File: src/rtl/data_mem_pkg.sv
// Shared types and default sizing for the parametrised data memory.
package data_mem_pkg;

    typedef enum logic {
        INIT  = 1'b0,
        READY = 1'b1
    } dmem_state_e;

    localparam int DMEM_DATA_W_DFLT = 4;
    localparam int DMEM_DEPTH_DFLT  = 16;

endpackage

File: src/rtl/dmem_parity.sv
// Even-parity generator (XOR reduce); used on both the write and read side of the data memory.
module dmem_parity
    import data_mem_pkg::*;
#(
    parameter int DATA_W = DMEM_DATA_W_DFLT
) (
    input  logic [DATA_W-1:0] data,
    output logic              parity
);

    assign parity = ^data;

endmodule

File: src/rtl/data_memory_p.sv
// Parametrised synchronous data memory with post-reset address=data init and registered read.
// Optional per-word parity storage and checking is enabled by defining DMEM_PARITY_EN.
//
// state | meaning
// INIT  | sequencer writes mem[cnt] = cnt one word per cycle; requests ignored, busy=1
// READY | serve writes (priority) and registered reads until reset
module data_memory_p
    import data_mem_pkg::*;
#(
    parameter int DATA_W = DMEM_DATA_W_DFLT,
    parameter int DEPTH  = DMEM_DEPTH_DFLT,
    parameter int ADDR_W = $clog2(DEPTH)
) (
    input  logic              clk,
    input  logic              reset,
    input  logic              rd_en,
    input  logic              wr_en,
    input  logic [ADDR_W-1:0] addr,
    input  logic [DATA_W-1:0] w_data,
`ifdef DMEM_PARITY_EN
    input  logic              inj_err,
`endif
    output logic [DATA_W-1:0] r_data,
    output logic              r_valid,
    output logic              busy,
    output logic              err
);

`ifdef DMEM_PARITY_EN
    localparam int WORD_W = DATA_W + 1;
`else
    localparam int WORD_W = DATA_W;
`endif
    localparam logic [ADDR_W-1:0] LAST_ADDR = ADDR_W'(DEPTH - 1);

    logic [WORD_W-1:0] mem [DEPTH];

    dmem_state_e       state_q, state_d;
    logic [ADDR_W-1:0] cnt_q, cnt_d;
    logic [DATA_W-1:0] r_data_q, r_data_d;
    logic              r_valid_q, r_valid_d;
    logic              busy_q, busy_d;
    logic              err_q, err_d;

    logic              mem_we;
    logic [ADDR_W-1:0] mem_waddr;
    logic [DATA_W-1:0] mem_wdata;
    logic [WORD_W-1:0] mem_word;
    logic [WORD_W-1:0] rd_word;
    logic              rd_par_bad;

    // Zero-extends or truncates the counter to a data word, whichever the widths need.
    logic [DATA_W+ADDR_W-1:0] cnt_ext;
    logic [DATA_W-1:0]        init_word;

    assign cnt_ext   = {{DATA_W{1'b0}}, cnt_q};
    assign init_word = cnt_ext[DATA_W-1:0];
    assign rd_word   = mem[addr];

`ifdef DMEM_PARITY_EN
    logic wr_par;
    logic rd_par;
    logic wr_flip;

    // Init writes always carry correct parity; only host writes may corrupt it.
    assign wr_flip = (state_q == READY) && inj_err;

    dmem_parity #(.DATA_W(DATA_W)) u_par_wr (
        .data   (mem_wdata),
        .parity (wr_par)
    );

    dmem_parity #(.DATA_W(DATA_W)) u_par_rd (
        .data   (rd_word[DATA_W-1:0]),
        .parity (rd_par)
    );

    assign mem_word   = {wr_par ^ wr_flip, mem_wdata};
    assign rd_par_bad = rd_par != rd_word[DATA_W];
`else
    assign mem_word   = mem_wdata;
    assign rd_par_bad = 1'b0;
`endif

    always_comb begin
        state_d   = state_q;
        cnt_d     = cnt_q;
        r_data_d  = r_data_q;
        r_valid_d = 1'b0;
        busy_d    = busy_q;
        err_d     = 1'b0;
        mem_we    = 1'b0;
        mem_waddr = addr;
        mem_wdata = w_data;

        case (state_q)
            INIT: begin
                mem_we    = 1'b1;
                mem_waddr = cnt_q;
                mem_wdata = init_word;
                cnt_d     = cnt_q + 1'b1;
                if (cnt_q == LAST_ADDR) begin
                    state_d = READY;
                    busy_d  = 1'b0;
                end
            end
            READY: begin
                if (wr_en) begin
                    mem_we = 1'b1;
                end else if (rd_en) begin
                    r_valid_d = 1'b1;
                    r_data_d  = rd_word[DATA_W-1:0];
                    err_d     = rd_par_bad;
                end
            end
            default: begin
                state_d = INIT;
            end
        endcase
    end

    always_ff @(posedge clk or posedge reset) begin
        if (reset) begin
            state_q   <= INIT;
            cnt_q     <= '0;
            r_data_q  <= '0;
            r_valid_q <= 1'b0;
            busy_q    <= 1'b1;
            err_q     <= 1'b0;
        end else begin
            state_q   <= state_d;
            cnt_q     <= cnt_d;
            r_data_q  <= r_data_d;
            r_valid_q <= r_valid_d;
            busy_q    <= busy_d;
            err_q     <= err_d;
        end
    end

    // Array carries no reset; its contents are defined by the INIT sweep.
    always_ff @(posedge clk) begin
        if (mem_we) begin
            mem[mem_waddr] <= mem_word;
        end
    end

    assign r_data  = r_data_q;
    assign r_valid = r_valid_q;
    assign busy    = busy_q;
    assign err     = err_q;

endmodule

File: config.mk
export PLATFORM = sky130hd
export DESIGN_NAME = data_memory_p
export DESIGN_NICKNAME = d
export VERILOG_FILES = /design/src/rtl/data_mem_pkg.sv /design/src/rtl/dmem_parity.sv /design/src/rtl/data_memory_p.sv
export SDC_FILE = /design/constraint.sdc
export NUM_CORES = 1
export LEC_CHECK = 0
export BUFFER_PORTS_ARGS = -buffer_cell sky130_fd_sc_hd__buf_2
export CAP_MARGIN = 5
export CORE_MARGIN = 8
export CORE_UTILIZATION = 40
export DETAILED_ROUTE_END_ITERATION = 8
export HOLD_SLACK_MARGIN = 0.06
export RECOVER_POWER = 25
export SLEW_MARGIN = 20
export SYNTH_ARGS = -nofsm -noshare
export SYNTH_HDL_FRONTEND = slang
export SYNTH_SLANG_ARGS = --single-unit
File: constraint.sdc
create_clock -name clk -period 4.73 [get_ports clk]
set_input_delay 0 -clock clk [delete_from_list [all_inputs] [get_ports clk]]
set_output_delay 0 -clock clk [all_outputs]
set_load 0.05 [all_outputs]
==> out/results.txt <==
Multi-input gate area = 877 µm²
Final ANT Viol Nets = 0
critical path arrival = 1.98 ns
CTS Root Cell = clkbuf_8
clk_lat worst skew = 0.34 ns
Setup crit start kind = flop
drt pass-1 iters = 4
Die ar. = 0.0110 mm²
pre-CTS WS = 2.80 ns
power per cell area = 361 mW/mm²
Slew headroom = 41.3%
H-tree depth = 3
dpl hpwl = 4.42 mm
fin util = 45.3%
largest net degree at the start of global routing = 31
Setup Fix Bufs, Post-CTS = 0
Detailed Route Iter0 Violations = 73
EDFF count, synth = 64
FF+latch count, synth = 75
Syn Nets = 224
period utilisation layout = 41.6%
die height = 105 µm
clock-pin slew on the worst setup and hold paths = 0.08 ns
Worst Path Required = 4.75 ns
RSZ-0062 raised after global routing = no
outcome = finished clean
first-pass GRT wire length = 10.3 mm
Top Ports = 19
Worst Tran Pin Value = 0.881 ns
kind of critical path = reg2reg
Crit. End Element = flop
Final Skew = 0.00637 ns
Yosys Warn Count = 0
Synth Instances = 211
fillers = 694
Die W = 105 µm
Avg WL per Cell = 19.0 µm
Post-CTS Hold Fix Bufs = 2
reg2reg path depth = 3
core region area = 0.00769 mm²
Area growth, synth to finish = 9.83%
top_reg_cell synth = edfxtp_1
Max Cap Viol = 0
Cell variety after synth = 36
asr flop ratio synth = 14.7%
CTS tree = done
WL final = 6.39 mm
Vias/cell = 5.12
slack of the critical path = 2.76 ns
share of layout cells above drive strength 1 = 12.8%
cts bufs inserted = 9
FMAX = 0.508 GHz
antenna violations before repair = 0
Hold EP = r_data[1]$_DFFE_PP0P_
routed via count = 1727
Min-Delay Startpoint = addr[0]
Worst VDD drop = 0.182 mV
R2R Path Start = state_q$_DFF_PP0_
Worst Setup SP = state_q$_DFF_PP0_
worst hold path type = in2reg
max-slew violation count = 0
Reg2Reg Setup Slack = 2.76 ns
post-CTS resize count = 0
total global routing overflow = 0
Worst R2R End = mem[8][0]$_DFFE_PP_
sequential area share after synthesis = 69.4%
Final Critical Period = 1.97 ns
vias in the first global route = 1847
P_leak = 1.24 nW
row count = 32
Initial Utilization = 41.2%
final instance area = 0.00348 mm²
DRC Markers = 0
cell depth of the worst hold path = 3
Nets = 243
n_diodes = 0
gp weighted congestion = 0.812
TritonCTS Sinks = 75
Post-Syn Area = 0.00317 mm²
critical path fanouts, max = 25
mean post-synth cell area = 15.0 µm²
GRT Util Overall = 12.3%
Setup violations, final = 0
Post-DP Area = 0.00330 mm²
Sequential cell area = 0.00220 mm²
Fin Setup TNS = 0 ns
maximum root-to-sink buffer count = 2
Hold Fails Final Rpt = 0
IO Port Bufs = 17
## area by class of cell
class / count / area share [%]
clock buffer: 9 / 3.56
clock inverter: 7 / 1.26
inverter: 3 / 0.324
multi-input combinational: 122 / 25.2
sequential: 75 / 63.2
tap: 102 / 3.67
timing repair buffer: 19 / 2.80
## registers in the layout, indices dropped and copies added (netlist names)
signal / flops
r_valid: 1
cnt_q: 4
state_q: 1
r_data: 4
busy: 1
mem: 64
## worst max-delay path, cell delays in order, from the launching register on
cell	delay (ns)
dfrtp_1	0.80
nor2b_1	0.25
a32oi_1	0.23
nor2_1	0.36
## through the flow
step	instances	hold slack (ns)	power, W
6_report	337	0.0874	0.00126
5_1_grt	337	0.0921	0.00130
4_1_cts	337	0.0703	0.00127
2_1_floorplan	211	-0.148	0.000823
3_5_place_dp	319	0.0141	0.000853
3_3_place_gp	319	0.00757	0.000852
## placed cells by master (no fill, tap or decap)
master	synthesis	final
inv_1	3	3
a32oi_1	2	2
nand3b_1	1	1
nand4_1	3	3
nor2_1	24	24
a22oi_1	8	8
nand3_1	5	5
mux4_1	2	2
and2_1	1	1
ha_1	1	1
clkinv_1	0	3
nor3_1	2	2
dfrtp_1	10	10
dfstp_2	1	1
mux2i_1	25	25
conb_1	1	1
a31oi_1	3	3
o21ai_1	2	2
buf_2	4	11
clkinv_4	0	1
edfxtp_1	64	64
mux2_1	0	1
dlygate4sd3_1	0	2
clkbuf_8	0	9
xnor2_1	3	3
nor2b_1	5	5
inv_6	0	1
nand4bb_1	1	1
nand2b_1	3	3
mux4_2	2	2
nand2_1	12	12
a221oi_1	2	2
a31o_2	1	1
and2b_1	1	1
clkbuf_1	3	6
clkinvlp_4	0	2
and4_1	1	1
mux2_2	3	2
o21ai_0	1	1
a21oi_1	7	7
## cells in the mapped netlist (all sizes together), types with 2 or more instances
| cell type | instances | area, µm² |
|---|---|---|
| edfxtp | 64 | 1920 |
| mux2i | 25 | 250 |
| nor2 | 24 | 90.1 |
| nand2 | 12 | 45.0 |
| dfrtp | 10 | 250 |
| a22oi | 8 | 60.1 |
| buf | 8 | 70.1 |
| a21oi | 7 | 35.0 |
| nand3 | 5 | 25.0 |
| nor2b | 5 | 31.3 |
| mux4 | 4 | 97.6 |
| a31oi | 3 | 18.8 |
| clkbuf | 3 | 11.3 |
| inv | 3 | 11.3 |
| mux2 | 3 | 33.8 |
| nand2b | 3 | 18.8 |
| nand4 | 3 | 18.8 |
| o21ai | 3 | 15.0 |
| xnor2 | 3 | 26.3 |
| a221oi | 2 | 17.5 |
| a32oi | 2 | 17.5 |
| nor3 | 2 | 10.0 |
## where the power goes
group / switching, W / internal, W / total (W)
Clock: 0.000232 / 0.000187 / 0.000419
Combinational: 0.0000747 / 0.0000277 / 0.000102
Sequential: 0.00000448 / 0.000730 / 0.000734
Total: 0.000311 / 0.000945 / 0.00126
## cells by family (layout without fill, tap and decap cells)
logic type	Yosys count	in the layout	share of synthesized area [%]
multiplexers	32	32	12.0
adder cells (fa/ha/maj)	1	1	0.395
other	1	1	0.118
buffers and inverters	14	38	2.92
AND/OR/NAND/NOR	59	59	8.85
flip-flops	75	75	69.4
XOR/XNOR	3	3	0.830
AO/OA/AOI/OAI	26	26	5.45
## worst max path at each step
stage                      endpoint  slack (ns)  depth (start not counted)
6_report        mem[8][0]$_DFFE_PP_        2.76                          3
5_1_grt        mem[10][3]$_DFFE_PP_        2.57                          3
4_1_cts         mem[8][2]$_DFFE_PP_        2.78                          3
3_5_place_dp   mem[11][3]$_DFFE_PP_        2.80                          3
3_3_place_gp    mem[7][1]$_DFFE_PP_        2.80                          4
2_1_floorplan  mem[11][0]$_DFFE_PP_        3.24                          4
## routing by layer
metal	global-route usage, %	up-vias	routed length (µm)
met5	0	-	0
met4	4.79	0	106
met3	4.24	10	451
met2	18.5	52	2920
met1	15.9	827	2920
li1	-	838	-
Power figures use the tool's default switching activity.
